[config.mk]
export PLATFORM = sky130hd
export DESIGN_NAME = alu_useq
export DESIGN_NICKNAME = d
export VERILOG_FILES = /design/src/rtl/alu_pkg.sv /design/src/rtl/alu_op_decode.sv /design/src/rtl/alu_useq.sv
export SDC_FILE = /design/constraint.sdc
export NUM_CORES = 1
export LEC_CHECK = 0
export ABC_AREA = 1
export CAP_MARGIN = 10
export CORE_AREA = 4 4 41 43
export DETAILED_ROUTE_END_ITERATION = 8
export DIE_AREA = 0 0 45 47
export GPL_TIMING_DRIVEN = 0
export HOLD_SLACK_MARGIN = 0.06
export PLACE_DENSITY_LB_ADDON = 0.1
export SYNTH_ARGS = -nofsm -noshare
export SYNTH_HDL_FRONTEND = slang
export SYNTH_SLANG_ARGS = --single-unit
[constraint.sdc]
create_clock -name clk -period 2.57 [get_ports clk]
set_clock_uncertainty 0.05 [all_clocks]
set_input_delay 0.514 -clock clk [delete_from_list [all_inputs] [get_ports clk]]
set_output_delay 0.514 -clock clk [all_outputs]
set_load 0.05 [all_outputs]
[src/rtl/alu_pkg.sv]
// Shared constants for the ALU micro-sequencer: opcodes, register select codes, state encoding.
// Build option ALU_FLAGS_WB_EN enables the flags write-back state (S_WRF).
package alu_pkg;
  localparam logic [2:0] OP_ADD = 3'b000;
  localparam logic [2:0] OP_SUB = 3'b001;
  localparam logic [2:0] OP_AND = 3'b010;
  localparam logic [2:0] OP_OR  = 3'b011;
  localparam logic [2:0] OP_XOR = 3'b100;
  localparam logic [2:0] OP_NOT = 3'b101;
  localparam logic [2:0] OP_INC = 3'b110;
  localparam logic [2:0] OP_INV = 3'b111;

  localparam logic [1:0] RS_NONE = 2'b00;
  localparam logic [1:0] RS_X1   = 2'b01;
  localparam logic [1:0] RS_X2   = 2'b10;
  localparam logic [1:0] RS_X3   = 2'b11;

  localparam logic [1:0] WS_NONE = 2'b00;
  localparam logic [1:0] WS_RES  = 2'b01;
  localparam logic [1:0] WS_FLG  = 2'b10;

  typedef logic [2:0] state_t;
  localparam state_t S_IDLE = 3'd0;
  localparam state_t S_LDA  = 3'd1;
  localparam state_t S_LDB  = 3'd2;
  localparam state_t S_EXEC = 3'd3;
  localparam state_t S_WRR  = 3'd4;
  localparam state_t S_WRF  = 3'd5;
endpackage

[src/rtl/alu_op_decode.sv]
// Combinational opcode classifier: unary ops skip the second operand load.
module alu_op_decode
  import alu_pkg::*;
(
  input  logic [2:0] opcode,
  output logic       is_unary,
  output logic       is_invalid
);
  assign is_unary   = (opcode == OP_NOT) || (opcode == OP_INC);
  assign is_invalid = (opcode == OP_INV);
endmodule

[src/rtl/alu_useq.sv]
// ALU micro-sequencer: loads operands over a shared bus, runs one EXEC cycle, writes back.
// Build option ALU_FLAGS_WB_EN adds the flags write-back step after the result write.
module alu_useq
  import alu_pkg::*;
(
  input  logic       clk,
  input  logic       rst,
  input  logic       start,
  input  logic [2:0] opcode,
  input  logic       bus_gnt,
  output logic       ready,
  output logic [1:0] rs,
  output logic [1:0] ws,
  output logic [2:0] alu_op,
  output logic       done,
  output logic       err
);
  state_t     state, nxt;
  logic [2:0] op_q;
  logic       unary_q;
  logic       is_unary, is_invalid;
  logic       accept;

  alu_op_decode u_dec (
    .opcode     (opcode),
    .is_unary   (is_unary),
    .is_invalid (is_invalid)
  );

  assign accept = (state == S_IDLE) && start;

  always_comb begin
    nxt = state;
    case (state)
      S_IDLE: if (start && !is_invalid) nxt = S_LDA;
      S_LDA:  if (bus_gnt) nxt = unary_q ? S_EXEC : S_LDB;
      S_LDB:  if (bus_gnt) nxt = S_EXEC;
      S_EXEC: nxt = S_WRR;
`ifdef ALU_FLAGS_WB_EN
      S_WRR:  if (bus_gnt) nxt = S_WRF;
      S_WRF:  if (bus_gnt) nxt = S_IDLE;
`else
      S_WRR:  if (bus_gnt) nxt = S_IDLE;
`endif
      default: nxt = S_IDLE;
    endcase
  end

  // Unary-ness is captured with the opcode so the decoder only ever sees the live input.
  always_ff @(posedge clk) begin
    if (rst) begin
      state   <= S_IDLE;
      op_q    <= 3'b000;
      unary_q <= 1'b0;
      err     <= 1'b0;
    end else begin
      state <= nxt;
      err   <= accept && is_invalid;
      if (accept && !is_invalid) begin
        op_q    <= opcode;
        unary_q <= is_unary;
      end
    end
  end

  always_comb begin
    ready  = (state == S_IDLE);
    rs     = (state == S_LDA) ? RS_X1 : (state == S_LDB) ? RS_X2 : RS_NONE;
    alu_op = (state == S_EXEC) ? op_q : 3'b000;
`ifdef ALU_FLAGS_WB_EN
    ws   = (state == S_WRR) ? WS_RES : (state == S_WRF) ? WS_FLG : WS_NONE;
    done = (state == S_WRF) && bus_gnt;
`else
    ws   = (state == S_WRR) ? WS_RES : WS_NONE;
    done = (state == S_WRR) && bus_gnt;
`endif
  end
endmodule

==> flow_metrics.py <==
metrics = {
    "finish": {
        "drive_above_1_share": 0.1848,
        "diodes": 0,
        "layout.area.seq_um2": 160.2,
        "fillers": 159,
        "finalNetCount": 101,
        "multi_input_area_um2": 251.5,
        "syn_to_final_growth_pct": 40.00,
    },
    "place": {
        "pre_cts_slack_ps": -68.59,
        "portBuffers": 15,
        "hpwl_um": 829.2,
        "gp_congestion": 0.7848,
    },
    "sta": {
        "hold_violations": 0,
        "rsz0062_at_grt": "no",
        "relSlewSlack": 0.6682,
        "max_clock_freq_mhz": 422.7,
        "finalSetupTns_ps": 0,
        "worst_pin_slew_ps": 496.2,
        "period_minus_slack_ps": 2366,
        "setup_ws_ps": 204.3,
        "fin_crit_sh": 0.9205,
        "slew_viol_final": 0,
        "setup_viol": 0,
    },
    "clock_network": {
        "post_cts_buffers": 0,
        "numClockSinks": 8,
        "clockBufferDepth": 2,
        "tritoncts": "done",
        "cts-root-buf": "clkbuf_4",
        "path_clk_slew_ps": 50,
        "ctsResizeCount": 1,
        "clkLatencyLatePin_ps": 250,
        "cts_inserted_buffers": 3,
        "cts-htree-levels": 1,
        "postCtsHoldBufs": 0,
    },
    "worst_hold_path": {
        "holdCritPathClass": "reg -> reg",
    },
    "grt": {
        "grt_pass1_vias": 421,
        "gr-total-overflow": 0,
        "grt_pass1_wl_um": 1683,
        "antenna_found_initial": 0,
        "track_usage": 0.1101,
        "grt_max_degree": 7,
    },
    "die": {
        "die_h_um": 47,
        "core-area_mm2": 0.001301,
        "rows": 13,
        "num_io_pins": 17,
        "fp.dieW_um": 45,
        "die_area_mm2": 0.002115,
        "initial_utilization": 0.3654,
    },
    "detailed_routing": {
        "wire_per_inst_um": 9.168,
        "vias": 488,
        "drc": 0,
        "viasPerCell": 4.561,
        "finalWirelength_um": 981,
        "first_pass_iters": 2,
        "antenna_left": 0,
        "drt-initial-drc-count": 7,
    },
    "critical_path": {
        "path_buf_inv": 1,
        "worst-endpoint-required_ps": 2010,
        "critical_path_class": "reg -> out",
        "max_stage_delay_ps": 810,
        "arrival_ps": 1800,
        "start_kind": "flip-flop",
        "cp_max_fo": 6,
        "critical_path.top_delay_family": "buffers and inverters",
        "crit_slowest_cell": "clkdlybuf4s50_1",
        "cp-end-kind": "primary output",
        "crit_chain": "nand3_1 > nor2_1 > clkdlybuf4s50_1",
    },
    "yosys": {
        "synth_top_area_frac": 0.3368,
        "syn_area_um2": 475.5,
        "synth_cell_types": 17,
        "synth-seq-cells": 8,
        "synth_edf_count": 0,
        "synth_top_area_cell": "dfxtp_1",
        "yosys-top-cells-count": "nand2_1 (13), inv_1 (11), nor2_1 (10)",
        "synth_area_per_cell_um2": 6.425,
        "ys_seq_area_frac": 0.3368,
        "netlist_instances": 74,
        "ys_async_sr_fraction": 0,
        "synth_nets": 81,
        "yosysWarnings": 0,
        "synth.area.top_cells": "dfxtp_1 (34%), nand2_1 (10%), inv_1 (8.7%)",
        "synthFlopType": "dfxtp_1",
        "synth.most_common_cell": "nand2_1",
    },
    "power": {
        "intPower_w": 0.0003360,
        "leakagePower_nw": 0.3116,
        "p_seq_frac": 0.279,
        "power_density_mw_per_mm2": 980.5,
        "pwr-share-clk": 0.144,
        "p_comb_frac": 0.577,
        "vdd_drop_max_uv": 539.9,
        "switching_share": 0.4851,
        "p_sw_w": 0.0003166,
        "power_w": 0.0006526,
    },
    "run": {
        "cap_viol_max_count": 0,
    },
    "outcome": {
        "status": "complete, no violations",
    },
}
==> cell families after synthesis <==
| group | count (synthesis) | share of synthesized area |
|---|---|---|
| buf+inv | 16 | 0.1342 |
| compound gates | 8 | 0.08419 |
| other cells | 1 | 0.007887 |
| simple gates | 41 | 0.4369 |
| flops | 8 | 0.3368 |
==> cells in the final DEF, fill, tap and decap left out <==
cell,netlist,routed
or2_2,1,1
nand4_1,1,1
nand2_2,3,3
a21oi_1,5,5
clkdlybuf4s50_1,0,14
nand2_1,13,13
o21ai_1,3,3
buf_4,1,1
nand3_1,7,7
nor2_1,10,10
clkbuf_4,0,3
dfxtp_1,8,8
inv_1,11,11
nor2_2,3,3
conb_1,1,1
dlygate4sd2_1,0,1
nand2_8,1,1
nand2_4,1,1
nor3_1,1,1
inv_2,4,4
==> path summary, 6_finish.rpt <==
kind / startpoint / end / slack, ps / cells past startpoint
max: state[1] / alu_op[0] / 200 / 3
min: op_q[1] / op_q[1] / 400 / 2
max reg2reg: state[0] / op_q[1] / 1360 / 6
min reg2reg: op_q[1] / op_q[1] / 400 / 2
==> power by group through the flow <==
stage	Combinational, W	Clock [W]	Sequential (W)
floorplan	0.000288	0	0.000180
global placement	0.000381	0	0.000185
detailed placement	0.000381	0	0.000185
CTS	0.000382	0.0000986	0.000183
global route	0.000422	0.000104	0.000186
finish	0.000376	0.0000941	0.000182
==> metrics by stage <==
step                      hold slack, ps  instance area [um2]    util  cells
final                              403.7                665.6  0.5115    107
after global routing               430.9                665.6  0.5115    107
after CTS                          408.1                665.6  0.5115    107
after detailed placement           398.5                644.4  0.4952    104
after global placement             397.2                644.4  0.4952    104
after floorplan                    380.1                475.5       -     74
==> final cells by class <==
type | instances | area share
multi-input combinational | 50 | 0.3778
sequential | 8 | 0.2406
timing repair buffer | 15 | 0.2237
inverter | 15 | 0.08459
clock buffer | 3 | 0.03383
tap | 15 | 0.02820
buffer | 1 | 0.01128
==> sequential cells by signal, summed over array words and instances, names as in the netlist <==
name and count:
unary_q 1, op_q 3, err 1, state 3
==> worst min-delay path: cells and delay by family, from the launching register on <==
family                 cells  cell delay [ps]
flip-flops                 1              290
buffers and inverters      1               60
AO/OA/AOI/OAI              1               50
==> per-layer routing <==
layer | global-route usage | routed length, um | vias up | share of wire
li1 | - | - | 264 | -
met1 | 0.1190 | 404 | 211 | 0.41
met2 | 0.1836 | 501 | 13 | 0.51
met3 | 0.06130 | 75 | 0 | 0.076
met4 | 0.03509 | 0 | 0 | 0
met5 | 0 | 0 | - | 0
Note: power is estimated with default switching activity, not from simulation.
==> patch: new RTL, same settings <==
Build with the macro `ALU_FLAGS_WB_EN` defined.
--- a/src/rtl/alu_useq.sv
+++ b/src/rtl/alu_useq.sv
@@ -2,2 +2,4 @@
 // Build option ALU_FLAGS_WB_EN adds the flags write-back step after the result write.
+`define ALU_FLAGS_WB_EN
+
 module alu_useq
Check against the original RTL: not equivalent (Yosys sat finds a counterexample within 4 cycles, from zero or initial values and one cycle with rst high).
==> patch against the original RTL <==
  * Wire length increased by 8.2%
  * Cell area fell by 1.5%
  * Sequential cell count is the same
  * Synthesized area decreased by 4.7%
  * Total power grew 5.1%
  * Cell count increased by 0.93%
  * Core utilization down 0.77 points
  * Via count increased by 0.82%
  * Setup slack better by 0.0046 ns
==> patch: results (changes against the original RTL) <==
[run_status]
status = finished clean  ; unchanged

[detailed_routing]
wirelength_mm = 1.06  ; was 981 um
vias = 492  ; was 488
dr.first_iter.drc_count = 6  ; was 7
dr.pass1.iters = 4  ; was 2

[power]
p_leak_nw = 0.307  ; was 0.312 nW
peakVddDrop_mv = 0.435  ; was 0.540 mV

[setup_path]
critical_path.startpoint = state[2]  ; was state[1]
timing.rr.end = state[2]  ; was op_q[1]
rr_worst_depth = 7  ; was 6
endpoint = ws[1]  ; was alu_op[0]

[sta]
holdWs_ns = 0.408  ; was 0.404 ns
worst_pin_slew_ns = 0.494  ; was 0.496 ns

[global_route]
grt_use_total_pct = 11.4  ; was 11.0%

[place]
port_buffers = 16  ; was 15
gp_congestion = 0.756  ; was 0.785
dp_hpwl_um = 855  ; was 829 um
place_area_um2 = 638  ; was 644 um^2
post-place-ws_ns = -0.0206  ; was -0.0686 ns
dp_cells = 105  ; was 104

[min_path]
min_to = op_q[0]  ; was op_q[1]
hp-start = op_q[0]  ; was op_q[1]

[synthesis]
synth_common_cells = nand2_1 (14), inv_1 (11), nor2_1 (10)  ; was nand2_1 (13), inv_1 (11), nor2_1 (10)
synth_compound_area_share_pct = 11.6  ; was 8.42%
syn_area_per_cell_um2 = 6.12  ; was 6.43 um^2
ys_seq_area_share_pct = 35.4  ; was 33.7%

patch: power breakdown:
group | switching (W) | internal (W)
clock | 0.0000433 | 0.0000535
sequential | 0.0000284 | 0.000156
combinational | 0.000270 | 0.000135
total | 0.000341 | 0.000345
patch: final cells by class:
cell class | instances | area (um^2) | area share, %
Multi-Input combinational cell | 51 | 243 | 37.0
Sequential cell | 8 | 160 | 24.4
Timing Repair Buffer | 16 | 155 | 23.7
Inverter | 15 | 56.3 | 8.59
Clock buffer | 3 | 22.5 | 3.44
Tap cell | 15 | 18.8 | 2.86
patch: kinds of logic (layout without fill, tap and decap cells):
logic type,count (synthesis),in the layout
buf+inv,15,34
simple gates,41,41
compound gates,10,10
flops,8,8
patch: repair_timing:
item,in CTS,in global routing
hold buffers,0,0
gates resized for setup,4,0
setup endpoints to repair,4,0
buffers inserted,0,0
patch: routing by layer:
layer	GRT usage, %	vias up	part of all wire (%)
met3	2.68	2	7.4
met4	8.77	0	1.6
met2	19.2	13	46
li1	-	276	-
met5	0	-	0
met1	12.3	201	45
